**src/rtl/multi_edge_detector.sv**
```systemverilog
// Multi-channel edge detector: synchroniser, glitch filter (compiled in with EDGE_DET_FILTER_EN),
// registered rising/falling edge pulses, sticky pending/overflow flags and an aggregated irq.
module multi_edge_detector #(
    parameter int WIDTH         = 8,
    parameter int SYNC_STAGES   = 2,
    parameter int FILTER_CYCLES = 4
) (
    input  logic             clk,
    input  logic             rst_n,
    input  logic [WIDTH-1:0] sig,
    input  logic [WIDTH-1:0] pos_en,
    input  logic [WIDTH-1:0] neg_en,
    input  logic [WIDTH-1:0] evt_clr,
    output logic [WIDTH-1:0] level,
    output logic [WIDTH-1:0] pos_edge,
    output logic [WIDTH-1:0] neg_edge,
    output logic [WIDTH-1:0] pending,
    output logic [WIDTH-1:0] overflow,
    output logic             irq
);

    if (WIDTH < 1 || WIDTH > 32) begin : g_bad_width
        $error("multi_edge_detector: WIDTH must be 1..32");
    end
    if (SYNC_STAGES < 2 || SYNC_STAGES > 4) begin : g_bad_sync
        $error("multi_edge_detector: SYNC_STAGES must be 2..4");
    end
    if (FILTER_CYCLES < 1 || FILTER_CYCLES > 255) begin : g_bad_filter
        $error("multi_edge_detector: FILTER_CYCLES must be 1..255");
    end

    logic [SYNC_STAGES-1:0][WIDTH-1:0] syncQ;
    logic [WIDTH-1:0] sigS;
    logic [WIDTH-1:0] levelQ, levelD;
    logic [WIDTH-1:0] prevQ;
    logic [WIDTH-1:0] posQ, posD;
    logic [WIDTH-1:0] negQ, negD;
    logic [WIDTH-1:0] pendQ, pendD;
    logic [WIDTH-1:0] ovfQ, ovfD;
    logic [WIDTH-1:0] evtD;

    always_ff @(posedge clk or negedge rst_n) begin
        if (!rst_n) begin
            syncQ <= '0;
        end else begin
            syncQ <= {syncQ[SYNC_STAGES-2:0], sig};
        end
    end

    assign sigS = syncQ[SYNC_STAGES-1];

`ifdef EDGE_DET_FILTER_EN
    localparam int CW = $clog2(FILTER_CYCLES + 1);
    localparam logic [CW-1:0] CNT_LAST = CW'(FILTER_CYCLES - 1);

    logic [WIDTH-1:0][CW-1:0] cntQ, cntD;

    // A level change is accepted only after the mismatch has persisted FILTER_CYCLES clocks.
    always_comb begin
        cntD   = cntQ;
        levelD = levelQ;
        for (int c = 0; c < WIDTH; c++) begin
            if (sigS[c] == levelQ[c]) begin
                cntD[c] = '0;
            end else if (cntQ[c] == CNT_LAST) begin
                levelD[c] = sigS[c];
                cntD[c]   = '0;
            end else begin
                cntD[c] = cntQ[c] + CW'(1);
            end
        end
    end

    always_ff @(posedge clk or negedge rst_n) begin
        if (!rst_n) begin
            cntQ <= '0;
        end else begin
            cntQ <= cntD;
        end
    end
`else
    assign levelD = sigS;
`endif

    always_ff @(posedge clk or negedge rst_n) begin
        if (!rst_n) begin
            levelQ <= '0;
        end else begin
            levelQ <= levelD;
        end
    end

    assign posD = levelQ & ~prevQ & pos_en;
    assign negD = ~levelQ & prevQ & neg_en;
    assign evtD = posD | negD;

    // A new edge wins over a coincident clear; overflow only counts edges on an uncleared pending.
    assign pendD = evtD | (pendQ & ~evt_clr);
    assign ovfD  = (evtD & pendQ & ~evt_clr) | (ovfQ & ~evt_clr);

    always_ff @(posedge clk or negedge rst_n) begin
        if (!rst_n) begin
            prevQ <= '0;
            posQ  <= '0;
            negQ  <= '0;
            pendQ <= '0;
            ovfQ  <= '0;
        end else begin
            prevQ <= levelQ;
            posQ  <= posD;
            negQ  <= negD;
            pendQ <= pendD;
            ovfQ  <= ovfD;
        end
    end

    assign level    = levelQ;
    assign pos_edge = posQ;
    assign neg_edge = negQ;
    assign pending  = pendQ;
    assign overflow = ovfQ;
    assign irq      = |pendQ;

endmodule
```
**config.mk**
```make
export PLATFORM = sky130hd
export DESIGN_NAME = multi_edge_detector
export DESIGN_NICKNAME = d
export VERILOG_FILES = /design/src/rtl/multi_edge_detector.sv
export SDC_FILE = /design/constraint.sdc
export NUM_CORES = 1
export LEC_CHECK = 0
export ABC_AREA = 1
export BUFFER_PORTS_ARGS = -buffer_cell sky130_fd_sc_hd__buf_4
export CORE_MARGIN = 8
export CORE_UTILIZATION = 45
export CTS_BUF_LIST = sky130_fd_sc_hd__clkbuf_8
export CTS_CLUSTER_SIZE = 28
export DETAILED_ROUTE_END_ITERATION = 7
export PLACE_DENSITY = 0.83
export SYNTH_ARGS = -nofsm -noshare
export SYNTH_HDL_FRONTEND = slang
export SYNTH_SLANG_ARGS = --single-unit
```
**constraint.sdc**
```tcl
create_clock -name clk -period 1.2 [get_ports clk]
set_clock_uncertainty 0.15 [all_clocks]
set_input_delay 0 -clock clk [delete_from_list [all_inputs] [get_ports clk]]
set_output_delay 0 -clock clk [all_outputs]
set_load 0.02 [all_outputs]
```
==> impl_metrics.json <==
{
  "root_buffer": "clkbuf_8",
  "cp_data_required_time_ns": 1.05,
  "synth_area_per_cell_um2": 12.0,
  "hold_violations": 24,
  "ys.flop_type": "dfrtp_1",
  "status": "finished with violations",
  "htree_levels": 3,
  "min_path_type": "in2async",
  "routedWlPerCell_um": 12.5,
  "die_width_um": 85.5,
  "cp_slowest_cell": "dfrtp_1",
  "dpl.hpwl_um": 3230,
  "violations": "hold timing, setup timing",
  "num-nets-final": 335,
  "synth_nets": 215,
  "holdWs_ns": -0.0303,
  "worstSetupEndpointType": "primary output",
  "post_route_cells_drive_above_1_share_pct": 36.9,
  "clkSinkCount": 64,
  "cts_buffers": 9,
  "worstSkewPairLatency_ns": 0.33,
  "fmax_mhz": 756,
  "crit_fanout": 2,
  "criticalPathCategory": "reg2out",
  "syn_area_mm2": 0.00217,
  "grt_usage_pct": 13.4,
  "synth_top_area_share_pct": 73.7,
  "yosysWarnings": 0,
  "drt-total-wl_um": 4500,
  "relSlewSlack_pct": 76.4,
  "rr_endpoint": "overflow[7]$_DFF_PN0_",
  "io_buffers": 74,
  "firstDrtPassIters": 4,
  "ys_seq_elements": 64,
  "cp-endpoint": "irq",
  "fin_ws_ns": -0.123,
  "synthesis.instances": 181,
  "synthTopCellsByCount": "64 x dfrtp_1, 48 x inv_1, 35 x nand2_1",
  "r2r-start": "level[7]$_DFF_PN0_",
  "rrSetupSlack_ns": 0.23,
  "fill_cells": 337,
  "core-area_mm2": 0.00469,
  "start_kind": "register",
  "synth.area.top_cells": "dfrtp_1 74%, inv_1 8.3%, nand3_2 7.4%, nand2_1 6.0%, nand3b_1 2.8%",
  "synth-seq-area-share_pct": 73.7,
  "row_count": 25,
  "synth_top_area_cell": "dfrtp_1",
  "drt-met1-wl_um": 1840,
  "cap_violations": 0,
  "critPathMaxStageDelay_ns": 0.38,
  "synth_edf_count": 0,
  "seq_area_mm2": 0.00160,
  "slew_violations": 0,
  "arrival_ns": 1.17,
  "post-place-ws_ns": 0.145,
  "drcViolationCount": 0,
  "min_period_over_period_pct": 110,
  "area_growth_pct": 56.5,
  "multi_input_area_um2": 404,
  "postCtsHoldBufs": 33,
  "cts.clk_slew.worst_paths_ns": 0.06,
  "final_util_pct": 72.5,
  "cts_tree": "built",
  "crit_path_start": "pending[0]$_DFF_PN0_",
  "grt_overflow": 0,
  "grt_pass1_vias": 1612,
  "leakage_nw": 1.95,
  "dr_wl_met2_um": 2220,
  "crit_chain": "inv_2 > nand2_2 > nor3_2 > nand2_1 > buf_6",
  "grt_pass1_wl_um": 7420,
  "met3_length_um": 342,
  "ios": 75,
  "synthArstFlopShare_pct": 100,
  "powerDensity_mw_per_mm2": 1440,
  "rsz0062_at_grt": "yes",
  "antenna_found_initial": 0,
  "drtAntennaViolNets": 0,
  "start_util_pct": 46.3,
  "synth.most_common_cell": "dfrtp_1",
  "ff2ff_path_depth": 5,
  "worst_pin_slew_ns": 0.354,
  "drtIter0Drc": 33,
  "setup_viol": 1,
  "period_needed_ns": 1.32,
  "n_antenna_cell": 0,
  "grt_max_degree": 27,
  "peakVddDrop_mv": 0.911,
  "die_h_um": 85.5,
  "die_area_mm2": 0.00731,
  "vias": 1534,
  "yosys.cell_types.count": 7,
  "routabilityCongestion": 0.754,
  "vias_per_cell": 4.26,
  "highest_layer": "met4",
  "cts.path.max_buffers": 2
}
## worst max-delay path: cells and delay by family, from the launching register on
family        cells  cell delay [ns]
simple gates      3             0.26
flops             1             0.38
buf+inv           2             0.21
## kinds of logic (layout without fill, tap and decap cells)
family / after synthesis / after routing / share of synthesized area, %
simple gates: 69 / 69 / 18.0
buf+inv: 48 / 173 / 8.29
flops: 64 / 64 / 73.7
## flip-flops by register name (all words and copies together), names as in the netlist
| signal | cells |
|---|---|
| pos_edge | 8 |
| pending | 8 |
| level | 8 |
| neg_edge | 8 |
| prevQ | 8 |
| syncQ | 8 |
| overflow | 8 |
| levelD | 8 |
## layer usage
layer	up-vias	GRT usage [%]
met3	10	6.49
met4	0	7.80
li1	772	-
met5	-	0
met2	52	21.2
met1	700	14.3
## area by class of cell
class	count	share of cell area (%)
Inverter	48	5.30
Tap cell	54	1.99
Multi-Input combinational cell	69	11.9
Clock inverter	3	1.14
Clock buffer	13	5.26
Sequential cell	64	47.1
Timing Repair Buffer	109	27.3
## repair_timing
action | CTS | global route
hold endpoints to repair | 104 | 23
gates resized for setup | 2 | 5
endpoints found under the setup margin | 1 | 1
setup buffers | 0 | 0
## power by group
part	internal (W)	switching [W]	leakage [nW]
logic	0.000313	0.000312	1.04
clock network	0.00118	0.000744	0.117
registers	0.00228	0.0000715	0.795
## through the flow
stage	std cells	total power (W)	TNS, ns	instance area [um^2]
after floorplan	181	0.00260	0	2170
after global placement	311	0.00291	0	2840
after detailed placement	311	0.00293	0	2840
after CTS	360	0.00495	-0.176	3390
after global routing	360	0.00513	-0.216	3400
final	360	0.00490	-0.123	3400
## worst min path at each step
| stage | from | end | cells past startpoint |
|---|---|---|---|
| after CTS | rst_n | syncQ[3]$_DFF_PN0_ | 2 |
| after global routing | rst_n | syncQ[3]$_DFF_PN0_ | 2 |
| after global placement | rst_n | syncQ[3]$_DFF_PN0_ | 1 |
| after detailed placement | rst_n | syncQ[3]$_DFF_PN0_ | 1 |
| final | rst_n | syncQ[3]$_DFF_PN0_ | 2 |
| after floorplan | rst_n | levelD[0]$_DFF_PN0_ | 0 |
## cells in the final DEF, fill, tap and decap left out, types with 2 or more instances in the layout
master | synthesis | layout
nor2_1 | 8 | 8
clkbuf_8 | 0 | 13
inv_1 | 48 | 46
dfrtp_1 | 64 | 64
buf_4 | 0 | 73
nor3_2 | 0 | 2
nand3_2 | 16 | 16
inv_2 | 0 | 3
nand3b_1 | 8 | 8
nand2_1 | 35 | 34
dlygate4sd3_1 | 0 | 33
buf_12 | 0 | 2
Power figures use the tool's default switching activity.
